File: src/rtl/fir_tdm.sv
// Multi-channel FIR filter sharing one multiply-accumulate unit across all taps and channels.
// Each accepted sample takes TAPS MAC cycles plus one round/saturate cycle.
module fir_tdm #(
   parameter  int DIN_W    = 10,
   parameter  int COEF_W   = 8,
   parameter  int TAPS     = 16,
   parameter  int CHANNELS = 4,
   parameter  int SHIFT    = 5,
   parameter  int DOUT_W   = 11,
   localparam int CH_W     = (CHANNELS > 1) ? $clog2(CHANNELS) : 1,
   localparam int TA_W     = (TAPS > 1) ? $clog2(TAPS) : 1
) (
   input  logic                     clk,
   input  logic                     rst,
   input  logic signed [DIN_W-1:0]  din,
   input  logic        [CH_W-1:0]   din_ch,
   input  logic                     din_valid,
   output logic                     din_ready,
   input  logic                     coef_we,
   input  logic        [TA_W-1:0]   coef_addr,
   input  logic signed [COEF_W-1:0] coef_data,
   output logic signed [DOUT_W-1:0] dout,
   output logic        [CH_W-1:0]   dout_ch,
   output logic                     dout_valid
);

   localparam int PROD_W = DIN_W + COEF_W;
   localparam int ACC_W  = DIN_W + COEF_W + TA_W;

   localparam logic [1:0] S_IDLE = 2'd0;
   localparam logic [1:0] S_MAC  = 2'd1;
   localparam logic [1:0] S_RND  = 2'd2;

   localparam logic [CH_W:0]     CH_LIM  = (CH_W+1)'(CHANNELS);
   localparam logic [TA_W:0]     TAP_LIM = (TA_W+1)'(TAPS);
   localparam logic [TA_W-1:0]   K_LAST  = TA_W'(TAPS-1);
   localparam logic signed [ACC_W:0] RND_BIAS = (ACC_W+1)'(1) << (SHIFT-1);
   localparam logic signed [ACC_W:0] SAT_MAX  = (ACC_W+1)'((2**(DOUT_W-1))-1);
   localparam logic signed [ACC_W:0] SAT_MIN  = (ACC_W+1)'(-(2**(DOUT_W-1)));

   // Round half up: bias then arithmetic shift, one bit wider so the bias cannot overflow.
   function automatic logic signed [ACC_W:0] round_acc(input logic signed [ACC_W-1:0] a);
      logic signed [ACC_W:0] t;
      t = $signed({a[ACC_W-1], a}) + RND_BIAS;
      return t >>> SHIFT;
   endfunction

   function automatic logic signed [DOUT_W-1:0] saturate(input logic signed [ACC_W:0] r);
      if (r > SAT_MAX)
         return SAT_MAX[DOUT_W-1:0];
      else if (r < SAT_MIN)
         return SAT_MIN[DOUT_W-1:0];
      else
         return r[DOUT_W-1:0];
   endfunction

   logic [1:0]               state;
   logic [CH_W-1:0]          ch;
   logic [TA_W-1:0]          k;
   logic signed [ACC_W-1:0]  acc;
   logic signed [COEF_W-1:0] coef [TAPS];
   logic signed [DIN_W-1:0]  hist [CHANNELS][TAPS];

   logic signed [PROD_W-1:0] coef_x;
   logic signed [PROD_W-1:0] hist_x;
   logic signed [PROD_W-1:0] prod;
   logic signed [ACC_W-1:0]  prod_ext;
   logic                     accept;
   logic                     sample_ok;
   logic                     coef_ok;

   assign din_ready = (state == S_IDLE);
   assign accept    = din_valid & din_ready;
   assign sample_ok = ({1'b0, din_ch} < CH_LIM);
   assign coef_ok   = ({1'b0, coef_addr} < TAP_LIM);

   assign coef_x   = $signed({{DIN_W{coef[k][COEF_W-1]}}, coef[k]});
   assign hist_x   = $signed({{COEF_W{hist[ch][k][DIN_W-1]}}, hist[ch][k]});
   assign prod     = coef_x * hist_x;
   assign prod_ext = $signed({{(ACC_W-PROD_W){prod[PROD_W-1]}}, prod});

   always_ff @(posedge clk or posedge rst) begin
      if (rst) begin
         state      <= S_IDLE;
         ch         <= '0;
         k          <= '0;
         acc        <= '0;
         dout       <= '0;
         dout_ch    <= '0;
         dout_valid <= 1'b0;
         for (int t = 0; t < TAPS; t++) begin
            coef[t] <= '0;
            for (int c = 0; c < CHANNELS; c++)
               hist[c][t] <= '0;
         end
      end else begin
         dout_valid <= 1'b0;
         case (state)
            S_IDLE: begin
               // A write landing with an accept is visible from the first MAC cycle.
               if (coef_we && coef_ok)
                  coef[coef_addr] <= coef_data;
               if (accept && sample_ok) begin
                  for (int t = TAPS-1; t > 0; t--)
                     hist[din_ch][t] <= hist[din_ch][t-1];
                  hist[din_ch][0] <= din;
                  ch    <= din_ch;
                  acc   <= '0;
                  k     <= '0;
                  state <= S_MAC;
               end
            end
            S_MAC: begin
               acc <= acc + prod_ext;
               k   <= k + TA_W'(1);
               if (k == K_LAST)
                  state <= S_RND;
            end
            S_RND: begin
               dout       <= saturate(round_acc(acc));
               dout_ch    <= ch;
               dout_valid <= 1'b1;
               state      <= S_IDLE;
            end
            default: state <= S_IDLE;
         endcase
      end
   end

endmodule

File: config.mk
export PLATFORM = sky130hd
export DESIGN_NAME = fir_tdm
export DESIGN_NICKNAME = d
export VERILOG_FILES = /design/src/rtl/fir_tdm.sv
export SDC_FILE = /design/constraint.sdc
export NUM_CORES = 2
export LEC_CHECK = 0
export ABC_AREA = 1
export CORE_UTILIZATION = 40
export DETAILED_ROUTE_END_ITERATION = 12
export PLACE_DENSITY = 0.53
export SLEW_MARGIN = 10
export SYNTH_ARGS = -nofsm -noshare
export SYNTH_HDL_FRONTEND = slang
export SYNTH_SLANG_ARGS = --single-unit
File: constraint.sdc
create_clock -name clk -period 55.4 [get_ports clk]
set_input_delay 11.08 -clock clk [delete_from_list [all_inputs] [get_ports clk]]
set_output_delay 11.08 -clock clk [all_outputs]
set_load 0.01 [all_outputs]
==> out/results.txt <==
Top cell type's share of synthesized area = 45.27%
CTS tree = built
Vias in the first global route = 37390
Area taken by flip-flops and latches = 20330 um^2
Synth Warn # = 0
Cts repair resizes = 0
RSZ-0062 raised after global routing = no
Initial antenna violation count = 0
GRT Residual Overflow = 0
CTS clk-pin slew, worst paths = 0.06 ns
Fin crit share = 26.28%
Sum of negative setup slack = 0 ns
Final worst path period need = 14.56 ns
Synth unique cells = 49
Outcome = finished, final reports clean
Antenna Violating Nets Remaining = 0
Worst-Margin Slew = 1.118 ns
Seq/Total Area, Yosys = 45.27%
Latest clock arrival within the worst-skew pair = 0.68 ns
Top Ports = 43
Multi-input combinational cell area = 20330 um^2
CP endpoint kind = asynchronous set/reset pin
Die height = 337.0 um
CORE AREA = 111000 um^2
Dominant cells by area after synthesis = dfrtp_1 45%, nand2_1 13%, o21ai_0 10%
Largest net degree at the start of global routing = 221
CTS Root Cell = clkbuf_16
Routability cong. = 0.8514
Async set or reset register ratio after synthesis = 100.0%
Post-CTS setup buffer count = 0
Top_reg_cell synth = dfrtp_1
Mapped cell area = 44890 um^2
Post-synth EDFFs = 0
Syn Inst Count = 5622
Global-route wire length before repair = 224300 um
Clk sinks = 812
Critical Path Source Type = primary input
Skew final = 0.02088 ns
Final net count = 5615
Clock buffer count from CTS = 96
Port bufs = 42
Clk buf depth = 3
Synthesized net count = 5804
Cts hold-fix bufs = 0
Gr usage total = 25.26%
Drt first pass iters = 6
Share of cells above drive strength 1 = 5.121%
Final Hold Fails = 0
Maxcap violations = 0
Wirelength per Cell = 20.15 um
Detailed Route Iter0 Violations = 2998
Area grow syn2layout = 8.839%
Max-slew violations = 0
Fmax = 0.06869 GHz
Relative slew slack = 25.48%
DRC = 0
# setup viols final = 0
Drt total wl = 140900 um
WS Path Type = in -> async
Critical Path RT = 56.06 ns
Width of the die = 337.0 um
Initial core utilization = 40.45%
H-tree depth = 3
Largest area contributor in the netlist = dfrtp_1
Most frequent cells after synthesis = 1542 x nand2_1, 915 x o21ai_0, 812 x dfrtp_1, 616 x inv_1, 302 x a21oi_1
DP HPWL = 78260 um
Vias per Instance = 5.465
Die area = 113600 um^2
Site Rows = 122
Fillers = 11100
CP arrival = 15.22 ns
Most numerous cell in the Yosys netlist = nand2_1
CP max FO = 79
# diodes = 0
Avg Cell Area, Syn = 7.984 um^2
Vias = 38230
Hold WC Path Type = reg -> reg
Number of synthesized register bits = 812
==> sequential cells by signal, summed over array words and instances (netlist names), 2 cells and up <==
signal   count
hist       640
coef       128
acc         22
dout        11
k            4
ch           2
dout_ch      2
state        2
==> worst paths after layout <==
path / start / end / slack [ns] / depth (start not counted)
max in group clk: din_ch[1] / hist[258]$_DFFE_PP0P_ / 41.08 / 6
max: rst / hist[207]$_DFFE_PP0P_ / 40.84 / 6
max reg2reg: k[0]$_DFFE_PP0P_ / acc[15]$_DFFE_PP0P_ / 47.14 / 28
min reg2reg: hist[481]$_DFFE_PP0P_ / hist[481]$_DFFE_PP0P_ / 0.48 / 2
min: hist[481]$_DFFE_PP0P_ / hist[481]$_DFFE_PP0P_ / 0.48 / 2
min in group asynchronous: rst / hist[233]$_DFFE_PP0P_ / 10.86 / 2
==> metrics by stage <==
| step | area (um^2) | cells | setup slack (ns) | hold slack [ns] | utilization, % |
|---|---|---|---|---|---|
| floorplan | 44890 | 5622 | 21.51 | 0.4437 | - |
| global placement | 45830 | 6823 | 39.86 | 0.4575 | 41.30 |
| detailed placement | 45830 | 6823 | 39.87 | 0.4608 | 41.30 |
| CTS | 48850 | 6995 | 40.60 | 0.4761 | 44.02 |
| global route | 48850 | 6995 | 40.16 | 0.4900 | 44.02 |
| finish | 48850 | 6995 | 40.84 | 0.4756 | 44.02 |
==> cells in the final DEF, fill, tap and decap left out, types with 102 or more instances in the layout <==
cell,n
fa_1,102
a22oi_1,144
o21ai_0,915
o221ai_1,155
dfrtp_1,808
inv_1,613
nor2_1,129
nand2_1,1540
nand3_1,172
a21oi_1,302
==> metal layers <==
layer  routed length (um)  vias to the layer above  GRT usage [%]
li1                     -                    18270              -
met1                67240                    18690          36.61
met2                63430                     1080          39.98
met3                 6940                      188          2.841
met4                 3316                        0          6.673
met5                    0                        -              0
==> logic make-up (layout without fill, tap and decap cells) <==
logic type | Yosys count | in the layout | share of synthesized area [%]
AND/OR/NAND/NOR | 1945 | 1945 | 17.47
AO/OA/AOI/OAI | 1675 | 1675 | 21.37
buffers and inverters | 1019 | 904 | 9.567
flip-flops | 812 | 812 | 45.27
adder cells (fa/ha/maj) | 154 | 154 | 5.999
XOR/XNOR | 17 | 17 | 0.3317
==> worst max-delay path, stage by stage <==
cell and delay (ns):
clkdlybuf4s50_1 0.50, inv_8 0.39, buf_4 0.71, buf_4 0.72, buf_4 0.80, buf_4 0.86
==> cell type report <==
class	instances	area share, %
Clock buffer	147	5.762
Clock inverter	25	0.4328
Inverter	635	4.938
Multi-Input combinational cell	3791	41.60
Sequential cell	812	41.62
Tap cell	1488	3.811
Timing Repair Buffer	97	1.834
Power is not shown: default switching activity piles up to over one toggle a cycle in this logic, so the estimate is an artifact.
